==> src/rtl/pipe_reg_stage_pkg.sv <==
// Shared definitions for valid/ready handshake pipeline stages.
package pipe_reg_stage_pkg;

    localparam int unsigned OCC_W = 2;

    typedef enum logic [1:0] {
        ST_EMPTY = 2'd0,
        ST_ONE   = 2'd1,
        ST_TWO   = 2'd2
    } state_e;

endpackage

==> src/rtl/pipe_reg_stage_reg_nbit.sv <==
// Synchronous-reset enable register used as a data slot of the stage.
module reg_nbit #(
    parameter int unsigned          WIDTH       = 8,
    parameter logic [WIDTH-1:0]     RESET_VALUE = '0
) (
    input  logic             clk,
    input  logic             rst,
    input  logic             en,
    input  logic [WIDTH-1:0] d,
    output logic [WIDTH-1:0] q
);

    always_ff @(posedge clk) begin
        if (rst) begin
            q <= RESET_VALUE;
        end else if (en) begin
            q <= d;
        end
    end

endmodule

==> src/rtl/pipe_reg_stage.sv <==
// Pipeline register stage with valid/ready handshake, optional skid slot and flush.
module pipe_reg_stage
    import pipe_reg_stage_pkg::*;
#(
    parameter int unsigned      WIDTH       = 8,
    parameter bit               SKID        = 1'b1,
    parameter logic [WIDTH-1:0] RESET_VALUE = '0
) (
    input  logic             clk,
    input  logic             rst,
    input  logic             flush,
    input  logic             in_valid,
    output logic             in_ready,
    input  logic [WIDTH-1:0] in_data,
    output logic             out_valid,
    input  logic             out_ready,
    output logic [WIDTH-1:0] out_data,
    output logic [OCC_W-1:0] occ
);

    state_e           state_q;
    state_e           state_nxt;
    logic             run_q;
    logic             in_fire;
    logic             out_fire;
    logic             main_en;
    logic             skid_en;
    logic [WIDTH-1:0] main_d;
    logic [WIDTH-1:0] skid_q;

    // With a skid slot, in_ready comes only from flops so out_ready never reaches it.
    assign in_ready = run_q & (SKID ? (state_q != ST_TWO) : (!out_valid | out_ready));
    assign in_fire  = in_valid & in_ready;
    assign out_fire = out_valid & out_ready;

    always_ff @(posedge clk) begin
        if (rst) begin
            state_q   <= ST_EMPTY;
            out_valid <= 1'b0;
            occ       <= '0;
            run_q     <= 1'b0;
        end else begin
            state_q   <= state_nxt;
            out_valid <= (state_nxt != ST_EMPTY);
            occ       <= OCC_W'(state_nxt);
            run_q     <= 1'b1;
        end
    end

    // Flush discards everything, including any handshake in the same cycle.
    always_comb begin
        state_nxt = state_q;
        main_en   = 1'b0;
        skid_en   = 1'b0;
        main_d    = in_data;
        if (flush) begin
            state_nxt = ST_EMPTY;
        end else begin
            case (state_q)
                ST_EMPTY: begin
                    if (in_fire) begin
                        state_nxt = ST_ONE;
                        main_en   = 1'b1;
                    end
                end
                ST_ONE: begin
                    if (in_fire && out_fire) begin
                        main_en = 1'b1;
                    end else if (in_fire) begin
                        state_nxt = ST_TWO;
                        skid_en   = 1'b1;
                    end else if (out_fire) begin
                        state_nxt = ST_EMPTY;
                    end
                end
                ST_TWO: begin
                    if (out_fire) begin
                        state_nxt = ST_ONE;
                        main_en   = 1'b1;
                        main_d    = skid_q;
                    end
                end
                default: state_nxt = ST_EMPTY;
            endcase
        end
    end

    reg_nbit #(.WIDTH(WIDTH), .RESET_VALUE(RESET_VALUE)) u_main (
        .clk (clk),
        .rst (rst),
        .en  (main_en),
        .d   (main_d),
        .q   (out_data)
    );

    generate
        if (SKID) begin : g_skid
            reg_nbit #(.WIDTH(WIDTH), .RESET_VALUE(RESET_VALUE)) u_skid (
                .clk (clk),
                .rst (rst),
                .en  (skid_en),
                .d   (in_data),
                .q   (skid_q)
            );
        end else begin : g_noskid
            assign skid_q = RESET_VALUE;
        end
    endgenerate

endmodule

==> config.mk <==
export PLATFORM = sky130hd
export DESIGN_NAME = pipe_reg_stage
export DESIGN_NICKNAME = d
export VERILOG_FILES = /design/src/rtl/pipe_reg_stage_pkg.sv /design/src/rtl/pipe_reg_stage_reg_nbit.sv /design/src/rtl/pipe_reg_stage.sv
export SDC_FILE = /design/constraint.sdc
export NUM_CORES = 1
export LEC_CHECK = 0
export ABC_AREA = 1
export CORE_ASPECT_RATIO = 0.7
export CORE_UTILIZATION = 50
export DETAILED_ROUTE_END_ITERATION = 10
export HOLD_SLACK_MARGIN = 0.15
export PLACE_DENSITY = 0.82
export SLEW_MARGIN = 10
export SYNTH_ARGS = -nofsm -noshare
export SYNTH_HDL_FRONTEND = slang
export SYNTH_SLANG_ARGS = --single-unit
==> constraint.sdc <==
create_clock -name clk -period 1.85 [get_ports clk]
set_input_delay 0.2775 -clock clk [delete_from_list [all_inputs] [get_ports clk]]
set_output_delay 0.2775 -clock clk [all_outputs]
set_load 0.05 [all_outputs]
==> impl_metrics.ini <==
[cts]
clock_path_buffers = 2
clock_latency_ps = 310
path_clk_slew_ps = 110
root_buffer = clkbuf_4
htree_num_levels = 1
cts.sinks = 20
cts_hold_buf = 0
cts_tree = built
numCtsBuffers = 3

[setup_path]
crit_cells = 1
path_class = flop to primary output
slowest_stage = clkdlybuf4s50_1
crit_path_start = u_main.q[2]
crit_end = out_data[2]
crit_buf_inv = 1
reg2reg_to = g_skid.u_skid.q[4]
path_max_fanout = 2
rr_worst_depth = 6
critPathLaunchType = flop
rrSetupSlack_ps = 440
worstPathCellList = clkdlybuf4s50_1
worstPathRequired_ps = 1570
crit_family = buffers and inverters
reg2reg_from = out_valid
arrival_ps = 1460
endpoint_kind = primary output
cpPeakStageDelay_ps = 800

[flow_run]
maxCapViolCount = 0

[sta]
setup_tns_ps = 0
final.setup.worst_slack_ps = 108
rsz0062_at_grt = false
fin_crit_ps = 1740
fmax_ghz = 0.574
setup_viol = 0
fin_crit_sh_pct = 94.2
fin_skew_ps = 9.22
slew_headroom_pct = 67.3
worst_slew_pin_slew_ps = 489
drv_slew = 0
hold_viol = 0

[global_route]
grt_max_degree = 17
grt_overflow_total = 0
grt_util_all_layers_pct = 24.3
grt_pass1_wl_mm = 3.42
grt_pass1_vias = 768
antenna_found_initial = 0

[synth]
synth_mux_area_share_pct = 0
ys_ff_latch = 20
async_flop_share_pct = 0
synth_fp_nets = 154
yosysSeqAreaShare_pct = 42.2
synth_edf_count = 0
synth.avg_cell_area_um2 = 6.73
synth_cell_types = 19
synth-simple-area-share_pct = 42.5
synth_compound_area_share_pct = 6.60
synth_ff_type = dfxtp_1
syn_area_um2 = 948
yosysMostFrequentCell = nand2_1
yosysWarnings = 0
synth_top_area_cell = dfxtp_1
synth_top_family_by_area = simple AND/OR/NAND/NOR gates
synth.top_cell.area_share_pct = 42.2
synth.top_cells.by_area = dfxtp_1, nand2_1, nor2_1
synth_xor_area_share_pct = 0
synth_fa_ha_area_share_pct = 0
syn_inst = 141
synth_common_cells = nand2_1, dfxtp_1, nor2_1

[detailed_routing]
avgRoutedWirePerCell_um = 11.1
route.vias.total = 907
routed_wl_mm = 2.10
dr.pass1.iters = 4
final_antenna_net_count = 0
drc_errors = 0
drt_iter0_markers = 15
via_per_inst = 4.77

[final_layout]
layout-drive-gt1-share_pct = 10.1
nets = 183
fin_util_pct = 74.9
syn_to_final_growth_pct = 32.8
antenna_cells = 0

[pwr]
ir_drop_v = 0.000611
combPwrFrac_pct = 19.2
p_seq_share_pct = 51.5
pwr-share-clk_pct = 29.3
swShare_pct = 28.1
switchingPower_uw = 247
p_leak_nw = 0.590
powerDensity_mw_per_mm2 = 699
intPower_uw = 633

[placement]
hpwl_mm = 1.66
place_ws_ps = 109
portBuffers = 24
place_congestion = 0.827

[floorplan]
ios = 25
rows = 12
chipWidth_um = 54.1
dieArea_mm2 = 0.00208
die_h_um = 38.4
start_util_pct = 56.4
core_region_area_mm2 = 0.00168

[worst_hold_path]
min_path_type = flop to flop

[outcome]
status = finished, final reports clean
-- cell type report --
cell class | instances | area (µm²)
fillers | 143 | 422
repair buffers | 26 | 262
flip-flops and latches | 20 | 400
clock buffers | 4 | 36.3
multi-input cells | 101 | 468
inverters | 18 | 67.6
well taps | 21 | 26.3
-- flip-flops by register name, indices dropped and copies added (netlist names) --
register	cells
run_q	1
g_skid.u_skid.q	8
u_main.q	8
out_valid	1
state_q	2
-- layout by cell type (no fill, tap or decap), types with 2 or more instances in the layout --
cell type        instances
a21oi_1                  9
buf_4                    3
clkbuf_4                 3
clkdlybuf4s50_1         21
clkinv_1                 2
dfxtp_1                 20
inv_1                   15
nand2_1                 54
nand3_1                  9
nand3_4                  2
nor2_1                  18
-- through the flow --
step / instances / hold WS, ps / area, µm² / power, mW
6_report: 190 / 475 / 1260 / 0.880
2_1_floorplan: 141 / 441 / 951 / 0.562
3_5_place_dp: 186 / 454 / 1220 / 0.632
3_3_place_gp: 186 / 451 / 1220 / 0.628
4_1_cts: 190 / 472 / 1260 / 0.880
5_1_grt: 190 / 483 / 1260 / 0.916
-- worst register-to-register path, cell delays in order, from the launching register on --
cell and delay, ps:
dfxtp_1 330, nand2_1 180, nand3_1 160, nor2_4 250, nand2_1 220, nand2_1 110, a21oi_1 60
-- power groups by stage --
| stage | clock network, mW | logic (mW) | registers, mW |
|---|---|---|---|
| floorplan | 0 | 0.0590 | 0.503 |
| global placement | 0 | 0.166 | 0.462 |
| detailed placement | 0 | 0.169 | 0.463 |
| CTS | 0.257 | 0.169 | 0.453 |
| global route | 0.278 | 0.183 | 0.455 |
| finish | 0.258 | 0.169 | 0.453 |
-- metal layers --
metal / global-route usage, % / vias to the layer above / wire length (µm)
li1: - / 490 / -
met1: 34.0 / 392 / 1180
met2: 34.3 / 20 / 796
met3: 8.33 / 5 / 95
met4: 7.69 / 0 / 29
met5: 0 / - / 0
-- what timing repair did --
item	CTS	global route
resized for setup	1	0
buffers inserted	0	0
endpoints found under the setup margin	1	0
-- worst min path at each step --
stage,start,endpoint,depth (start not counted)
5_1_grt,g_skid.u_skid.q[7],g_skid.u_skid.q[7],2
6_report,g_skid.u_skid.q[7],g_skid.u_skid.q[7],2
4_1_cts,g_skid.u_skid.q[7],g_skid.u_skid.q[7],2
2_1_floorplan,g_skid.u_skid.q[0],g_skid.u_skid.q[0],2
3_5_place_dp,g_skid.u_skid.q[7],g_skid.u_skid.q[7],2
3_3_place_gp,g_skid.u_skid.q[5],g_skid.u_skid.q[5],2
-- cells by family (layout without fill, tap and decap cells) --
logic type | after synthesis | in the layout
flip-flops | 20 | 20
AO/OA/AOI/OAI | 12 | 12
buffers and inverters | 20 | 48
AND/OR/NAND/NOR | 89 | 89
Power figures use the tool's default switching activity.
